--- src/rtl/mem_arbiter_pkg.sv ---
// mem_arbiter_pkg: shared bus command, size, owner and tag definitions for the memory arbiter.
package mem_arbiter_pkg;
  localparam int XLEN = 32;
  localparam int MEM_TAG_LEN = 4;
  typedef enum logic [1:0] {BUS_NONE = 2'h0, BUS_LOAD = 2'h1, BUS_STORE = 2'h2} BUS_COMMAND;
  typedef enum logic [1:0] {BYTE = 2'h0, HALF = 2'h1, WORD = 2'h2, DOUBLE = 2'h3} MEM_SIZE;
  typedef enum logic {ICACHE = 1'b0, DCACHE = 1'b1} ARB_OWNER;
  typedef logic [MEM_TAG_LEN-1:0] mem_tag_t;
endpackage

--- src/rtl/mem_arbiter_if.sv ---
// mem_arbiter_if: icache, dcache and memory-port signals; slave is the arbiter side, master the environment.
interface mem_arbiter_if;
  import mem_arbiter_pkg::*;
  BUS_COMMAND icache2arb_command;
  logic [XLEN-1:0] icache2arb_addr;
  logic icache_flush;
  BUS_COMMAND dcache2arb_command;
  logic [XLEN-1:0] dcache2arb_addr;
  logic [63:0] dcache2arb_data;
  MEM_SIZE dcache2arb_size;
  mem_tag_t arb2icache_response;
  mem_tag_t arb2icache_tag;
  logic [63:0] arb2icache_data;
  mem_tag_t arb2dcache_response;
  mem_tag_t arb2dcache_tag;
  logic [63:0] arb2dcache_data;
  BUS_COMMAND proc2mem_command;
  logic [XLEN-1:0] proc2mem_addr;
  logic [63:0] proc2mem_data;
  MEM_SIZE proc2mem_size;
  mem_tag_t mem2proc_response;
  mem_tag_t mem2proc_tag;
  logic [63:0] mem2proc_data;
  modport slave (
    input icache2arb_command, icache2arb_addr, icache_flush,
    input dcache2arb_command, dcache2arb_addr, dcache2arb_data, dcache2arb_size,
    input mem2proc_response, mem2proc_tag, mem2proc_data,
    output arb2icache_response, arb2icache_tag, arb2icache_data,
    output arb2dcache_response, arb2dcache_tag, arb2dcache_data,
    output proc2mem_command, proc2mem_addr, proc2mem_data, proc2mem_size
  );
  modport master (
    output icache2arb_command, icache2arb_addr, icache_flush,
    output dcache2arb_command, dcache2arb_addr, dcache2arb_data, dcache2arb_size,
    output mem2proc_response, mem2proc_tag, mem2proc_data,
    input arb2icache_response, arb2icache_tag, arb2icache_data,
    input arb2dcache_response, arb2dcache_tag, arb2dcache_data,
    input proc2mem_command, proc2mem_addr, proc2mem_data, proc2mem_size
  );
endinterface

--- src/rtl/mem_arbiter_tag_table.sv ---
// mem_arb_tag_table: per-tag owner/valid/stale state; free, then flush, then alloc so a same-cycle realloc wins.
module mem_arb_tag_table
  import mem_arbiter_pkg::*;
#(
  parameter int NUM_TAGS = 16
) (
  input  logic     clock,
  input  logic     reset,
  input  logic     alloc_en,
  input  mem_tag_t alloc_tag,
  input  ARB_OWNER alloc_owner,
  input  logic     free_en,
  input  mem_tag_t free_tag,
  input  logic     flush,
  input  mem_tag_t lookup_tag,
  output logic     lookup_valid,
  output logic     lookup_stale,
  output ARB_OWNER lookup_owner
);
  logic [NUM_TAGS-1:0] r_valid;
  logic [NUM_TAGS-1:0] r_stale;
  ARB_OWNER r_owner [NUM_TAGS];
  assign lookup_valid = r_valid[lookup_tag];
  assign lookup_stale = r_stale[lookup_tag];
  assign lookup_owner = r_owner[lookup_tag];
  always_ff @(posedge clock) begin
    if (reset) begin
      r_valid <= '0;
      r_stale <= '0;
    end else begin
      for (int i = 0; i < NUM_TAGS; i++) begin
        if (alloc_en && alloc_tag == mem_tag_t'(i)) begin
          r_valid[i] <= 1'b1;
          r_stale[i] <= 1'b0;
          r_owner[i] <= alloc_owner;
        end else if (free_en && free_tag == mem_tag_t'(i)) begin
          r_valid[i] <= 1'b0;
          r_stale[i] <= 1'b0;
        end else if (flush && r_valid[i] && r_owner[i] == ICACHE) begin
          r_stale[i] <= 1'b1;
        end
      end
    end
  end
endmodule

--- src/rtl/mem_arbiter.sv ---
// mem_arbiter: shares one memory port between icache and dcache and routes tagged returns to the owner.
// MEM_ARB_RR_EN selects round-robin on conflict; otherwise the dcache has fixed priority.
module mem_arbiter
  import mem_arbiter_pkg::*;
#(
  parameter int ICACHE_MAX_OUTSTANDING = 4,
  parameter int NUM_TAGS = 16
) (
  input logic clock,
  input logic reset,
  mem_arbiter_if.slave bus
);
  localparam int CW = $clog2(ICACHE_MAX_OUTSTANDING + 1);
  localparam logic [CW-1:0] MAX_OUT = CW'(ICACHE_MAX_OUTSTANDING);
  logic [CW-1:0] r_outstanding;
  logic w_i_elig, w_d_elig, w_grant_valid, w_accept, w_i_accept, w_alloc;
  logic w_hit, w_i_ret, w_fwd, w_lk_valid, w_lk_stale;
  ARB_OWNER w_grant, w_lk_owner;
  assign w_i_elig = bus.icache2arb_command == BUS_LOAD && r_outstanding < MAX_OUT && !bus.icache_flush;
  assign w_d_elig = bus.dcache2arb_command != BUS_NONE;
  assign w_grant_valid = !reset && (w_i_elig || w_d_elig);
`ifdef MEM_ARB_RR_EN
  ARB_OWNER r_last_grant;
  assign w_grant = (w_i_elig && w_d_elig) ? (r_last_grant == DCACHE ? ICACHE : DCACHE)
                                          : (w_d_elig ? DCACHE : ICACHE);
  always_ff @(posedge clock) begin
    if (reset) r_last_grant <= ICACHE;
    else if (w_accept) r_last_grant <= w_grant;
  end
`else
  assign w_grant = w_d_elig ? DCACHE : ICACHE;
`endif
  always_comb begin
    bus.proc2mem_command = BUS_NONE;
    bus.proc2mem_addr = '0;
    bus.proc2mem_data = '0;
    bus.proc2mem_size = BYTE;
    if (w_grant_valid && w_grant == DCACHE) begin
      bus.proc2mem_command = bus.dcache2arb_command;
      bus.proc2mem_addr = bus.dcache2arb_addr;
      bus.proc2mem_data = bus.dcache2arb_data;
      bus.proc2mem_size = bus.dcache2arb_size;
    end else if (w_grant_valid) begin
      bus.proc2mem_command = BUS_LOAD;
      bus.proc2mem_addr = bus.icache2arb_addr;
      bus.proc2mem_size = DOUBLE;
    end
  end
  assign bus.arb2dcache_response = (w_grant_valid && w_grant == DCACHE) ? bus.mem2proc_response : '0;
  assign bus.arb2icache_response = (w_grant_valid && w_grant == ICACHE) ? bus.mem2proc_response : '0;
  assign w_accept = w_grant_valid && bus.mem2proc_response != '0;
  assign w_i_accept = w_accept && w_grant == ICACHE;
  assign w_alloc = w_accept && bus.proc2mem_command == BUS_LOAD;
  // A return to a stale entry, or an icache return racing a flush, frees the tag but is not delivered.
  assign w_hit = !reset && bus.mem2proc_tag != '0 && w_lk_valid;
  assign w_i_ret = w_hit && w_lk_owner == ICACHE;
  assign w_fwd = w_hit && !w_lk_stale && !(w_i_ret && bus.icache_flush);
  assign bus.arb2icache_tag = (w_fwd && w_lk_owner == ICACHE) ? bus.mem2proc_tag : '0;
  assign bus.arb2dcache_tag = (w_fwd && w_lk_owner == DCACHE) ? bus.mem2proc_tag : '0;
  assign bus.arb2icache_data = (w_fwd && w_lk_owner == ICACHE) ? bus.mem2proc_data : '0;
  assign bus.arb2dcache_data = (w_fwd && w_lk_owner == DCACHE) ? bus.mem2proc_data : '0;
  always_ff @(posedge clock) begin
    if (reset) r_outstanding <= '0;
    else if (w_i_accept && !w_i_ret && r_outstanding != MAX_OUT) r_outstanding <= r_outstanding + CW'(1);
    else if (w_i_ret && !w_i_accept && r_outstanding != '0) r_outstanding <= r_outstanding - CW'(1);
  end
  mem_arb_tag_table #(.NUM_TAGS(NUM_TAGS)) u_tags (
    .clock(clock),
    .reset(reset),
    .alloc_en(w_alloc),
    .alloc_tag(bus.mem2proc_response),
    .alloc_owner(w_grant),
    .free_en(w_hit),
    .free_tag(bus.mem2proc_tag),
    .flush(bus.icache_flush && !reset),
    .lookup_tag(bus.mem2proc_tag),
    .lookup_valid(w_lk_valid),
    .lookup_stale(w_lk_stale),
    .lookup_owner(w_lk_owner)
  );
endmodule

--- src/flat_wrapper.sv ---
// flat-port wrapper written by rule: the top's interface ports become plain ports
module mem_arbiter_flat import mem_arbiter_pkg::*;
#(
  parameter int ICACHE_MAX_OUTSTANDING = 4,
  parameter int NUM_TAGS = 16
)
  (clock, reset, bus_icache2arb_command, bus_icache2arb_addr, bus_icache_flush, bus_dcache2arb_command, bus_dcache2arb_addr, bus_dcache2arb_data, bus_dcache2arb_size, bus_mem2proc_response, bus_mem2proc_tag, bus_mem2proc_data, bus_arb2icache_response, bus_arb2icache_tag, bus_arb2icache_data, bus_arb2dcache_response, bus_arb2dcache_tag, bus_arb2dcache_data, bus_proc2mem_command, bus_proc2mem_addr, bus_proc2mem_data, bus_proc2mem_size);
  mem_arbiter_if bus_i ();
  input logic clock;
  input logic reset;
  input wire logic [$bits(bus_i.icache2arb_command)-1:0] bus_icache2arb_command;
  input wire logic [$bits(bus_i.icache2arb_addr)-1:0] bus_icache2arb_addr;
  input wire logic [$bits(bus_i.icache_flush)-1:0] bus_icache_flush;
  input wire logic [$bits(bus_i.dcache2arb_command)-1:0] bus_dcache2arb_command;
  input wire logic [$bits(bus_i.dcache2arb_addr)-1:0] bus_dcache2arb_addr;
  input wire logic [$bits(bus_i.dcache2arb_data)-1:0] bus_dcache2arb_data;
  input wire logic [$bits(bus_i.dcache2arb_size)-1:0] bus_dcache2arb_size;
  input wire logic [$bits(bus_i.mem2proc_response)-1:0] bus_mem2proc_response;
  input wire logic [$bits(bus_i.mem2proc_tag)-1:0] bus_mem2proc_tag;
  input wire logic [$bits(bus_i.mem2proc_data)-1:0] bus_mem2proc_data;
  output wire logic [$bits(bus_i.arb2icache_response)-1:0] bus_arb2icache_response;
  output wire logic [$bits(bus_i.arb2icache_tag)-1:0] bus_arb2icache_tag;
  output wire logic [$bits(bus_i.arb2icache_data)-1:0] bus_arb2icache_data;
  output wire logic [$bits(bus_i.arb2dcache_response)-1:0] bus_arb2dcache_response;
  output wire logic [$bits(bus_i.arb2dcache_tag)-1:0] bus_arb2dcache_tag;
  output wire logic [$bits(bus_i.arb2dcache_data)-1:0] bus_arb2dcache_data;
  output wire logic [$bits(bus_i.proc2mem_command)-1:0] bus_proc2mem_command;
  output wire logic [$bits(bus_i.proc2mem_addr)-1:0] bus_proc2mem_addr;
  output wire logic [$bits(bus_i.proc2mem_data)-1:0] bus_proc2mem_data;
  output wire logic [$bits(bus_i.proc2mem_size)-1:0] bus_proc2mem_size;
  assign bus_i.icache2arb_command = bus_icache2arb_command;
  assign bus_i.icache2arb_addr = bus_icache2arb_addr;
  assign bus_i.icache_flush = bus_icache_flush;
  assign bus_i.dcache2arb_command = bus_dcache2arb_command;
  assign bus_i.dcache2arb_addr = bus_dcache2arb_addr;
  assign bus_i.dcache2arb_data = bus_dcache2arb_data;
  assign bus_i.dcache2arb_size = bus_dcache2arb_size;
  assign bus_i.mem2proc_response = bus_mem2proc_response;
  assign bus_i.mem2proc_tag = bus_mem2proc_tag;
  assign bus_i.mem2proc_data = bus_mem2proc_data;
  assign bus_arb2icache_response = bus_i.arb2icache_response;
  assign bus_arb2icache_tag = bus_i.arb2icache_tag;
  assign bus_arb2icache_data = bus_i.arb2icache_data;
  assign bus_arb2dcache_response = bus_i.arb2dcache_response;
  assign bus_arb2dcache_tag = bus_i.arb2dcache_tag;
  assign bus_arb2dcache_data = bus_i.arb2dcache_data;
  assign bus_proc2mem_command = bus_i.proc2mem_command;
  assign bus_proc2mem_addr = bus_i.proc2mem_addr;
  assign bus_proc2mem_data = bus_i.proc2mem_data;
  assign bus_proc2mem_size = bus_i.proc2mem_size;
  mem_arbiter #(.ICACHE_MAX_OUTSTANDING(ICACHE_MAX_OUTSTANDING), .NUM_TAGS(NUM_TAGS)) u_core (.clock(clock), .reset(reset), .bus(bus_i));
endmodule
--- config.mk ---
export PLATFORM = sky130hd
export DESIGN_NAME = mem_arbiter_flat
export DESIGN_NICKNAME = d
export VERILOG_FILES = /design/src/rtl/mem_arbiter_pkg.sv /design/src/rtl/mem_arbiter_if.sv /design/src/rtl/mem_arbiter_tag_table.sv /design/src/rtl/mem_arbiter.sv /design/src/flat_wrapper.sv
export SDC_FILE = /design/constraint.sdc
export NUM_CORES = 1
export LEC_CHECK = 0
export ABC_AREA = 1
export BUFFER_PORTS_ARGS = -buffer_cell sky130_fd_sc_hd__buf_2
export CAP_MARGIN = 20
export CORE_AREA = 8 8 169 171
export DETAILED_ROUTE_END_ITERATION = 12
export DIE_AREA = 0 0 177 179
export GPL_TIMING_DRIVEN = 1
export PLACE_DENSITY = 0.56
export SLEW_MARGIN = 15
export SYNTH_ARGS = -nofsm -noshare
export SYNTH_HDL_FRONTEND = slang
export SYNTH_SLANG_ARGS = --single-unit
--- constraint.sdc ---
create_clock -name clock -period 4.6 [get_ports clock]
set_clock_uncertainty 0.15 [all_clocks]
set_input_delay 0.92 -clock clock [delete_from_list [all_inputs] [get_ports clock]]
set_output_delay 0.92 -clock clock [all_outputs]
set_load 0.05 [all_outputs]
# After elaboration in Yosys (flattened, before gate mapping)
# Memory sizes are Yosys's and may differ from the RTL's.
# Cells that the tools add are included.
# totals
regBits	35
ram_bits	16
out_inout_bits	244
elab_cells	380
n_memories	1
# classes
add_sub_neg	2
order_cmp	2
n_eq_ne	33
n_mux	145
n_bitwise	18
n_reduce_logical	146
# memory_table
name	words	width	read_ports	rd_clocked_by_memory_dff	write_ports	line	rtl
u_core.u_tags.r_owner	16	1	17	0	1	mem_arbiter_tag_table.sv:22	ARB_OWNER r_owner [NUM_TAGS];
# ops
cell	n
64-bit two-way mux	3
1-bit two-way mux	114
1-bit logical AND	85
4-bit two-way mux	19
4-bit == test, second input constant	16
32-bit two-way mux	2
3-bit OR reduction	16
2-bit nonzero test	18
4-bit by 3-bit == test with 1-bit output, second input constant	8
1-bit NOT	18
4-bit by 2-bit == test with 1-bit output, second input constant	4
1-bit OR reduction	15
1-bit binary-select mux with 4-bit select	2
4-bit by 1-bit == test with 1-bit output, second input constant	2
4-bit logical NOT	2
4-bit nonzero test	2
1-bit logical NOT	6
2-bit two-way mux	3
3-bit two-way mux	2
4-bit by 5-bit < comparator with 1-bit output, second input constant	1
2-bit by 1-bit == test with 1-bit output, second input constant	2
3-bit by 1-bit adder with 3-bit output, second input constant	1
3-bit < comparator, second input constant	1
3-bit != test, second input constant	1
3 further kinds	3

# Depth between registers and ports, before layout
# Gate-level depths: netlist of the first run.
# logic_depth
word_depth	29
depth_mapped	17

# Cells and area by module
# Synthesis of the first run repeated with hierarchy kept, for this count alone.
# unflattened
hier_cells	906
hier_area_um2	4906.0
# by_module_without_submodules
mod	n_inst	cells_per_inst	area_per_inst_um2
mem_arb_tag_table	1	360	2553.7
mem_arbiter	1	546	2352.3

# Worst setup path after synthesis of the first run
# OpenSTA, ideal clock, no wires.
# synth_timing
kind	input to output
start	in bus_mem2proc_tag[0]
end	out bus_arb2icache_data[13]
arrival_ns	2.980
setup_slack_ns	0.550
stages	9
path_buffers	2
cell_sequence	buf_2 nand2_1 inv_1 a22oi_1 o221ai_1 nand2_1 nand3_2 clkbuf_1 nor3_1
# synth_via
elab_chain_len	9
elab_cells_between_ends	17
# synth_rtl
element	line	rtl
start: declaration	flat_wrapper.sv:19	input wire logic [$bits(bus_i.mem2proc_tag)-1:0] bus_mem2proc_tag;
1-bit binary-select mux with 4-bit select / 4-bit nonzero test (equally long branches)	mem_arbiter_tag_table.sv:23, mem_arbiter.sv:55	
1-bit two-way mux (implied by the code) / 1-bit logical AND (equally long branches)	mem_arbiter_tag_table.sv:23, mem_arbiter.sv:55	
1-bit logical AND	mem_arbiter.sv:55	assign w_hit = !reset && bus.mem2proc_tag != '0 && w_lk_valid;
1-bit logical AND	mem_arbiter.sv:56	assign w_i_ret = w_hit && w_lk_owner == ICACHE;
1-bit logical AND	mem_arbiter.sv:57	assign w_fwd = w_hit && !w_lk_stale && !(w_i_ret && bus.icache_flush);
1-bit logical NOT	mem_arbiter.sv:57	
1-bit logical AND	mem_arbiter.sv:57	
1-bit logical AND (*)	mem_arbiter.sv:60	assign bus.arb2icache_data = (w_fwd && w_lk_owner == ICACHE) ? bus.mem2proc_data : '0;
64-bit two-way mux (*)	mem_arbiter.sv:60	
end: declaration	flat_wrapper.sv:23	output wire logic [$bits(bus_i.arb2icache_data)-1:0] bus_arb2icache_data;
# Every way passes the cells marked *; elsewhere a longest branch is shown, timed or not. The select of a mux whose other input is x is not followed.

# Worst setup path after layout of the first run
# layout_timing
start	in bus_mem2proc_tag[0]
end	out bus_arb2icache_data[7]
# Same word-level chain as after synthesis.

==> flow_summary.yaml, run 1 <==
sta:
  tightest_slew_ps: 773
  tns_ps: 0
  period_share: 0.891
  hold_viol_final: 0
  max_freq_mhz: 244
  final.min_clock_period_ps: 4100
  setup_viol: 0
  maxSlewHeadroom: 0.484
  rsz0062_at_grt: "no"
  finalMaxSlewViolations: 0
drt:
  wirelength_mm: 29.4
  ant_nets: 0
  vias_per_cell: 4.28
  drt-wirelength-per-cell_um: 17.9
  drt-initial-drc-count: 325
  first_pass_iters: 5
  drc: 0
  vias: 7045
clock_network:
  clock_latency_ps: 290
  clock_tree.root_cell: "clkbuf_16"
  postCtsSetupBuffers: 0
  numCtsBuffers: 5
  cts.hold.buffers_added: 0
  clock_sinks: 51
  clockBufferDepth: 2
  h-tree-depth: 2
  clkTransAtPathRegs_ps: 70
  cts_tree: "built"
  cts_resized: 0
layout:
  drive_gt1_frac: 0.400
  multi_input_area_um2: 2670
  seq_area_um2: 1180
  fin_nets: 1517
  final_area_um2: 7630
  syn2layout_area_growth_pct: 57.6
  fillers: 3004
grt:
  grt_usage: 0.172
  grt_max_degree: 69
  overflow: 0
  antenna_found_initial: 8
  grt_pass1_wl_mm: 41.9
  first_global_vias: 7058
synthesis:
  synth.net_count: 1089
  yosys.cell_count.top_type: "inv_1"
  yosys_warnings: 0
  ys_seq_elements: 51
  synth_cells: 879
  syn_area_um2: 4840
  netlist_top_cells_area: "inv_1, dfxtp_1, nand2_1"
  synth_ff_type: "dfxtp_1"
  synthArstFlopShare: 0
  synth_top_area_cell: "inv_1"
  netlist_top_cells_count: "inv_1, nand2_1, nor2_1"
  avgSynthCellArea_um2: 5.51
  synth_top_area_share: 0.153
  synth_edf_count: 16
  ys_seq_area_frac: 0.244
  synth_cell_type_count: 32
power_and_ir_drop:
  leakagePower_nw: 4.92
  peakVddDrop_mv: 0.107
  p_per_area_nw_per_um2: 184
placed_design:
  globalplace.congestion: 0.904
  placed_cell_area_um2: 7480
  portBuffers: 452
  dp_hpwl_mm: 25.9
setup_path:
  end_kind: "output pin"
  timing.critical_path.arrival_ps: 3030
  critPathRequiredTime_ps: 3530
  crit_type: "in -> out"
  cp_max_fo: 67
  start_kind: "primary input"
die:
  io_pins: 453
  rows: 59
  initial_core_util: 0.188
  die_x_um: 177
  dieHeight_um: 179
  die_area_um2: 31700
  core_um2: 25800
worst_hold_path:
  min_path_type: "reg -> reg"
run_status:
  status: "finished clean"
run:
  maxCapViolCount: 0
==> critical path, cell delays in order <==
cell and delay, ps:
buf_2 180, inv_2 270, nor2_1 110, inv_1 150, o22ai_1 100, o21ai_1 110, and3_1 250, nand3_2 140
buf_12 220, nor3_1 220, buf_2 320
==> worst paths after layout <==
| kind | from | endpoint | slack (ps) | cells past startpoint |
|---|---|---|---|---|
| max reg2reg | u_core.r_outstanding[2] | u_core.r_outstanding[2] | 1800 | 11 |
| min reg2reg | u_core.u_tags.r_valid[0] | u_core.u_tags.r_valid[0] | 300 | 2 |
| max | bus_mem2proc_tag[0] | bus_arb2icache_data[7] | 500 | 11 |
| min | u_core.u_tags.r_valid[0] | u_core.u_tags.r_valid[0] | 300 | 2 |
==> report_power, final <==
group | internal [mW] | total, mW | leakage, nW | switching [mW]
clock network | 0.199 | 0.363 | 0.0734 | 0.164
logic | 0.151 | 0.569 | 4.41 | 0.419
registers | 0.470 | 0.474 | 0.436 | 0.00412
==> metal layers <==
metal / vias up / wire length [µm] / track usage
li1: 3518 / - / -
met1: 3119 / 10900 / 0.188
met2: 377 / 15200 / 0.321
met3: 31 / 2480 / 0.0356
met4: 0 / 781 / 0.0592
met5: - / 0 / 0
==> cells in the final DEF, fill, tap and decap left out <==
cell type,netlist,routed
inv_1,197,197
clkbuf_16,0,5
nor3_1,52,52
nor3_2,20,20
and3_1,1,1
buf_12,0,4
a21oi_1,8,8
nand2_4,0,1
o21ai_0,14,14
a22oi_1,1,1
buf_2,9,452
nand4_1,9,9
o221ai_1,1,1
nor2_1,164,163
dfxtp_1,35,35
nand2_2,1,1
diode_2,0,4
nand2_1,180,179
inv_2,5,6
o21ai_1,4,4
o2111ai_4,0,1
nand3b_1,1,1
edfxtp_1,16,16
clkinv_2,0,3
fa_1,1,1
buf_4,5,15
nand3_2,2,2
o2111ai_1,2,2
nor2_2,12,13
o22ai_1,10,10
conb_1,1,1
nand3_1,88,88
o21a_1,2,2
==> flip-flops by register name (all words and copies together) (netlist names) <==
name                   count
u_core.u_tags.r_owner     16
u_core.u_tags.r_stale     16
u_core.u_tags.r_valid     16
u_core.r_outstanding       3
==> layout make-up <==
class / instances / area share
Antenna cell: 4 / 0.00131
Inverter: 203 / 0.0998
Multi-Input combinational cell: 575 / 0.349
Tap cell: 335 / 0.0549
Sequential cell: 51 / 0.155
Timing Repair Buffer: 471 / 0.322
Clock inverter: 3 / 0.00197
Clock buffer: 5 / 0.0164
==> logic make-up after synthesis <==
| group | Yosys count | share of synthesized area |
|---|---|---|
| buffers and inverters | 253 | 0.210 |
| other | 1 | 0.000774 |
| AND/OR/NAND/NOR | 530 | 0.488 |
| AO/OA/AOI/OAI | 43 | 0.0530 |
| adder cells (fa/ha/maj) | 1 | 0.00413 |
| flip-flops | 51 | 0.244 |
==> through the flow <==
| step | cells | hold slack [ps] | power, mW | setup slack (ps) | util |
|---|---|---|---|---|---|
| global route | 1647 | 348 | 1.48 | 257 | 0.296 |
| finish | 1647 | 303 | 1.41 | 500 | 0.296 |
| detailed placement | 1635 | 298 | 1.06 | 487 | 0.290 |
| global placement | 1635 | 289 | 1.06 | 486 | 0.290 |
| CTS | 1643 | 310 | 1.43 | 480 | 0.296 |
| floorplan | 879 | 274 | 0.834 | 550 | - |
Note: power is estimated with default switching activity, not from simulation.
==> run 2, diff against run 1 <==
Settings changed: ABC_AREA 1 to 0, CORE_AREA 8 8 169 171 to 8 8 170 172, DIE_AREA 0 0 177 179 to 0 0 178 180, PLACE_DENSITY 0.56 to 0.53.
==> flow_summary.yaml, run 2 <==
sta:
  setup_slack_ps: 245
  rsz0062_at_grt: "no"
  final.min_clock_period_ps: 4360
  period_share: 0.947
  timing.hold.ws_ps: 330
  tightest_slew_ps: 617
  hold_viol_final: 0
  max_freq_mhz: 230
  setup_viol: 0
  tns_ps: 0
  maxSlewHeadroom: 0.589
  finalMaxSlewViolations: 0
grt:
  grt_usage: 0.163
  grt_max_degree: 69
  antenna_found_initial: 16
  first_global_vias: 5680
  grt_pass1_wl_mm: 38.9
  overflow: 0
setup_path:
  slowest_stage: "mux4_2"
  critPathRequiredTime_ps: 3530
  cp_num_buf_inv: 3
  r2r-end: "u_core.r_outstanding[2]"
  crit_cells: 9
  slowest_delay_ps: 490
  path_cells: "buf_2 -> mux4_2 -> nor2b_1 -> a2111oi_2 -> a21oi_2 -> nor3b_4 -> buf_4 -> and2_1 -> buf_2"
  end_kind: "output pin"
  timing.critical_path.arrival_ps: 3290
  reg2reg_depth: 9
  cpMostUsedCell: "buf_2"
  r2r_slack_ps: 1330
  startpoint: "bus_mem2proc_tag[0]"
  worstSetupEndpoint: "bus_arb2dcache_data[63]"
  start_kind: "primary input"
  crit_type: "in -> out"
  crit_family: "buffers and inverters"
  reg2reg_from: "u_core.u_tags.r_valid[9]"
  cp_max_fo: 68
die:
  die_area_um2: 32000
  initial_core_util: 0.167
  dieHeight_um: 180
  die_x_um: 178
  io_pins: 453
  rows: 60
  core_um2: 26400
clock_network:
  cts_tree: "built"
  h-tree-depth: 2
  cts.hold.buffers_added: 0
  clock_tree.root_cell: "clkbuf_16"
  postCtsSetupBuffers: 0
  clkTransAtPathRegs_ps: 60
  clock_sinks: 51
  cts_resized: 0
  clock_latency_ps: 290
  numCtsBuffers: 5
  clockBufferDepth: 2
synthesis:
  syn_area_um2: 4400
  avgSynthCellArea_um2: 8.26
  synth_cell_type_count: 47
  synth.net_count: 743
  synth_ff_type: "dfxtp_1"
  yosys_warnings: 0
  synth_edf_count: 16
  synth_top_area_share: 0.205
  ys_seq_elements: 51
  synth_cells: 533
  yosys.cell_count.top_type: "and2_1"
  ys_seq_area_frac: 0.268
  synth_top_area_cell: "and2_1"
  synthArstFlopShare: 0
  netlist_top_cells_area: "and2_1, dfxtp_1, edfxtp_1"
  netlist_top_cells_count: "and2_1, and3_1, dfxtp_1"
layout:
  final_cell_count_no_fill: 1302
  final_cell_mix: "buf_2, and2_1, and3_1, dfxtp_1, a22o_1"
  utilization: 0.282
  fin_nets: 1166
  largest_registers: "u_core.u_tags.r_owner x16, u_core.u_tags.r_stale x16, u_core.u_tags.r_valid x16"
  final_area_um2: 7430
  drive_gt1_frac: 0.518
  layout_commonest_cell: "buf_2"
  syn2layout_area_growth_pct: 68.7
placed_design:
  globalplace.congestion: 0.839
  dp_cells: 1290
  dp_hpwl_mm: 25.1
  portBuffers: 452
  dp_slack_ps: 227
  placed_cell_area_um2: 7280
run_status:
  status: "finished clean"
drt:
  vias: 5686
  drt-wirelength-per-cell_um: 21.8
  wirelength_mm: 28.4
  vias_per_cell: 4.37
  ant_nets: 0
  drc: 0
  drt-initial-drc-count: 262
  first_pass_iters: 4
worst_hold_path:
  min_path_type: "reg -> reg"
power_and_ir_drop:
  seq_power_share: 0.328
  leakagePower_nw: 4.21
  internal_power_mw: 0.875
  p_sw_mw: 0.583
  total_power_mw: 1.46
  peakVddDrop_mv: 0.114
  p_per_area_nw_per_um2: 196
  combPwrFrac: 0.422
  sw_frac_of_total: 0.400
  clock_power_share: 0.250
run:
  maxCapViolCount: 0
[run 2: changes by cell type in the layout (fill, tap and decap cells not counted), moves of 20 or more]
cell / delta
nor3_1: -49
a21o_1: +20
and3_1: +67
a31oi_1: +27
inv_1: -180
nand3_1: -87
buf_2: -20
a22o_1: +32
nand2_1: -172
and2_1: +143
nor2_1: -143
[run 2: power by group through the flow]
stage               Sequential, mW  Clock, mW  Combinational (mW)
floorplan                    0.486          0               0.367
global placement             0.488          0               0.621
detailed placement           0.488          0               0.624
CTS                          0.478      0.367               0.625
global route                 0.479      0.384               0.647
finish                       0.478      0.365               0.615
[run 2: cells by family after synthesis]
group | synth area share
AOI/OAI and AO/OA | 0.190
xor gates and xnor gates | 0.00199
adders and majority gates | 0.00455
buffers and inverters | 0.0750
DFF | 0.268
muxes | 0.0583
other | 0.000852
and+or+nand+nor | 0.402
[run 2: area by class of cell]
cell class,count,area [µm²]
clock buffer,7,133
antenna,4,10.0
tap,341,427
multi-input combinational,413,2900
clock inverter,1,5.00
fill,2934,18900
inverter,18,67.6
sequential,51,1180
timing repair buffer,467,2700
[run 2: per-layer routing]
metal / wire length (µm) / part of all wire / global-route usage
met5: 117 / 0.0041 / 0
met4: 451 / 0.016 / 0.0347
met3: 2990 / 0.11 / 0.0524
met2: 15100 / 0.53 / 0.316
met1: 9740 / 0.34 / 0.164
[run 2: how the worst min path moves through the flow]
stage	end	depth (start not counted)	slack, ps	from
global placement	u_core.u_tags.r_stale[0]	2	300	u_core.u_tags.r_stale[0]
CTS	u_core.u_tags.r_stale[0]	2	330	u_core.u_tags.r_stale[0]
global route	u_core.u_tags.r_valid[0]	1	350	u_core.u_tags.r_valid[0]
detailed placement	u_core.u_tags.r_stale[0]	2	320	u_core.u_tags.r_stale[0]
finish	u_core.u_tags.r_stale[0]	2	330	u_core.u_tags.r_stale[0]
floorplan	u_core.u_tags.r_stale[0]	2	280	u_core.u_tags.r_stale[0]
[run 2: worst reg2reg max path: cells and delay by family (launching register included)]
family	cells	cell delay, ps
AOI/OAI and AO/OA	3	700
adders and majority gates	1	470
DFF	1	330
muxes	2	750
and+or+nand+nor	3	810
==> run 3, diff against run 2 <==
Settings changed: CELL_PAD_IN_SITES_DETAIL_PLACEMENT from default to 1, CELL_PAD_IN_SITES_GLOBAL_PLACEMENT from default to 2, CORE_AREA 8 8 170 172 to 8 8 171 173, DIE_AREA 0 0 178 180 to 0 0 179 181, PLACE_DENSITY 0.53 to 0.89.
==> flow_summary.yaml, run 3 (synthesis results as in run 2) <==
power_and_ir_drop:
  peakVddDrop_mv: 0.150
  p_per_area_nw_per_um2: 205
  leakagePower_nw: 4.20
  p_sw_mw: 0.574
  sw_frac_of_total: 0.382
  internal_power_mw: 0.929
  clock_power_share: 0.284
  seq_power_share: 0.318
  total_power_mw: 1.50
  combPwrFrac: 0.398
drt:
  vias: 5833
  wirelength_mm: 30.2
  drc: 0
  drt-wirelength-per-cell_um: 23.2
  ant_nets: 0
  first_pass_iters: 4
  drt-initial-drc-count: 239
  vias_per_cell: 4.48
clock_network:
  cts_tree: "built"
  cts_resized: 0
  numCtsBuffers: 5
  clkTransAtPathRegs_ps: 70
  postCtsSetupBuffers: 0
  clock_tree.root_cell: "clkbuf_16"
  clock_sinks: 51
  clock_latency_ps: 290
  h-tree-depth: 2
  cts.hold.buffers_added: 0
  clockBufferDepth: 2
grt:
  grt_pass1_wl_mm: 42.4
  first_global_vias: 6181
  antenna_found_initial: 22
  grt_max_degree: 77
  overflow: 0
  grt_usage: 0.175
layout:
  syn2layout_area_growth_pct: 66.5
  final_cell_count_no_fill: 1303
  fillers: 3307
  layout_commonest_cell: "buf_2"
  drive_gt1_frac: 0.519
  final_cell_mix: "buf_2, and2_1, and3_1, dfxtp_1, a22o_1"
  largest_registers: "u_core.u_tags.r_owner x16, u_core.u_tags.r_stale x16, u_core.u_tags.r_valid x16"
  fin_nets: 1165
sta:
  maxSlewHeadroom: 0.582
  max_freq_mhz: 235
  rsz0062_at_grt: "no"
  tns_ps: 0
  setup_viol: 0
  hold_viol_final: 0
  final.min_clock_period_ps: 4260
  setup_slack_ps: 336
  period_share: 0.927
  finalMaxSlewViolations: 0
  tightest_slew_ps: 628
setup_path:
  crit_family: "buffers and inverters"
  path_cells: "buf_2 -> buf_12 -> mux4_2 -> a22oi_1 -> nand2_1 -> nor4_4 -> buf_12 -> and2_1 -> buf_2"
  slowest_stage: "mux4_2"
  end_kind: "output pin"
  cp_max_fo: 68
  critPathRequiredTime_ps: 3530
  slowest_delay_ps: 540
  timing.critical_path.arrival_ps: 3190
  crit_type: "in -> out"
  cp_num_buf_inv: 4
  start_kind: "primary input"
placed_design:
  dp_cells: 1289
  dp_slack_ps: 269
  globalplace.congestion: 0.802
  portBuffers: 452
  dp_hpwl_mm: 26.7
die:
  initial_core_util: 0.166
  dieHeight_um: 181
  rows: 60
  io_pins: 453
  core_um2: 26500
  die_x_um: 179
  die_area_um2: 32400
run_status:
  status: "finished clean"
worst_hold_path:
  min_path_type: "reg -> reg"
run:
  maxCapViolCount: 0
run 3: cell types whose count changed in the layout (fill, tap and decap cells not counted):
cell,before,now
and2_2,1,0
clkbuf_1,2,0
diode_2,4,6
buf_8,0,1
buf_4,13,10
clkbuf_8,0,1
and2_1,143,144
buf_2,432,442
bufinv_16,0,1
buf_12,22,13
run 3: per-layer routing:
layer | vias to the layer above | wire, µm | GRT usage
met5 | - | 105 | 0
met4 | 16 | 719 | 0.0470
met3 | 46 | 3040 | 0.0536
met2 | 325 | 16200 | 0.343
met1 | 2713 | 10200 | 0.172
li1 | 2733 | - | -
run 3: final timing paths:
kind	start	endpoint	slack, ps	cells past startpoint
max reg2reg	u_core.u_tags.r_valid[9]	u_core.r_outstanding[2]	1240	9
max	bus_mem2proc_tag[0]	bus_arb2icache_data[58]	340	9
min reg2reg	u_core.u_tags.r_stale[0]	u_core.u_tags.r_stale[0]	330	2
min	u_core.u_tags.r_stale[0]	u_core.u_tags.r_stale[0]	330	2
run 3: stage by stage:
step	hold slack, ps	util	area [µm²]
finish	326	0.277	7330
global route	359	0.276	7330
CTS	332	0.276	7310
detailed placement	316	0.269	7140
global placement	305	0.269	7130
floorplan	282	-	4400
run 3: area by class of cell:
| type | count | area, µm² | area share |
|---|---|---|---|
| inverters | 18 | 67.6 | 0.00922 |
| clock inverters | 2 | 35.0 | 0.00478 |
| multi-input cells | 413 | 2900 | 0.396 |
| flip-flops and latches | 51 | 1180 | 0.161 |
| repair buffers | 466 | 2560 | 0.350 |
| clock buffers | 6 | 139 | 0.0189 |
| diodes | 6 | 15.0 | 0.00205 |
| well taps | 341 | 427 | 0.0582 |
run 3: worst register-to-register path, delay by kind of cell, from the launching register on:
kind	cells	cell delay, ps
fa+ha+maj	1	470
mux	2	750
flops	1	330
simple gates	3	890
compound gates	3	710
run 3: power groups by stage:
stage / Clock, mW / Combinational, mW / Sequential, mW
final: 0.428 / 0.598 / 0.478
after CTS: 0.436 / 0.607 / 0.478
after global placement: 0 / 0.598 / 0.487
after floorplan: 0 / 0.367 / 0.486
after global routing: 0.454 / 0.632 / 0.479
after detailed placement: 0 / 0.606 / 0.488
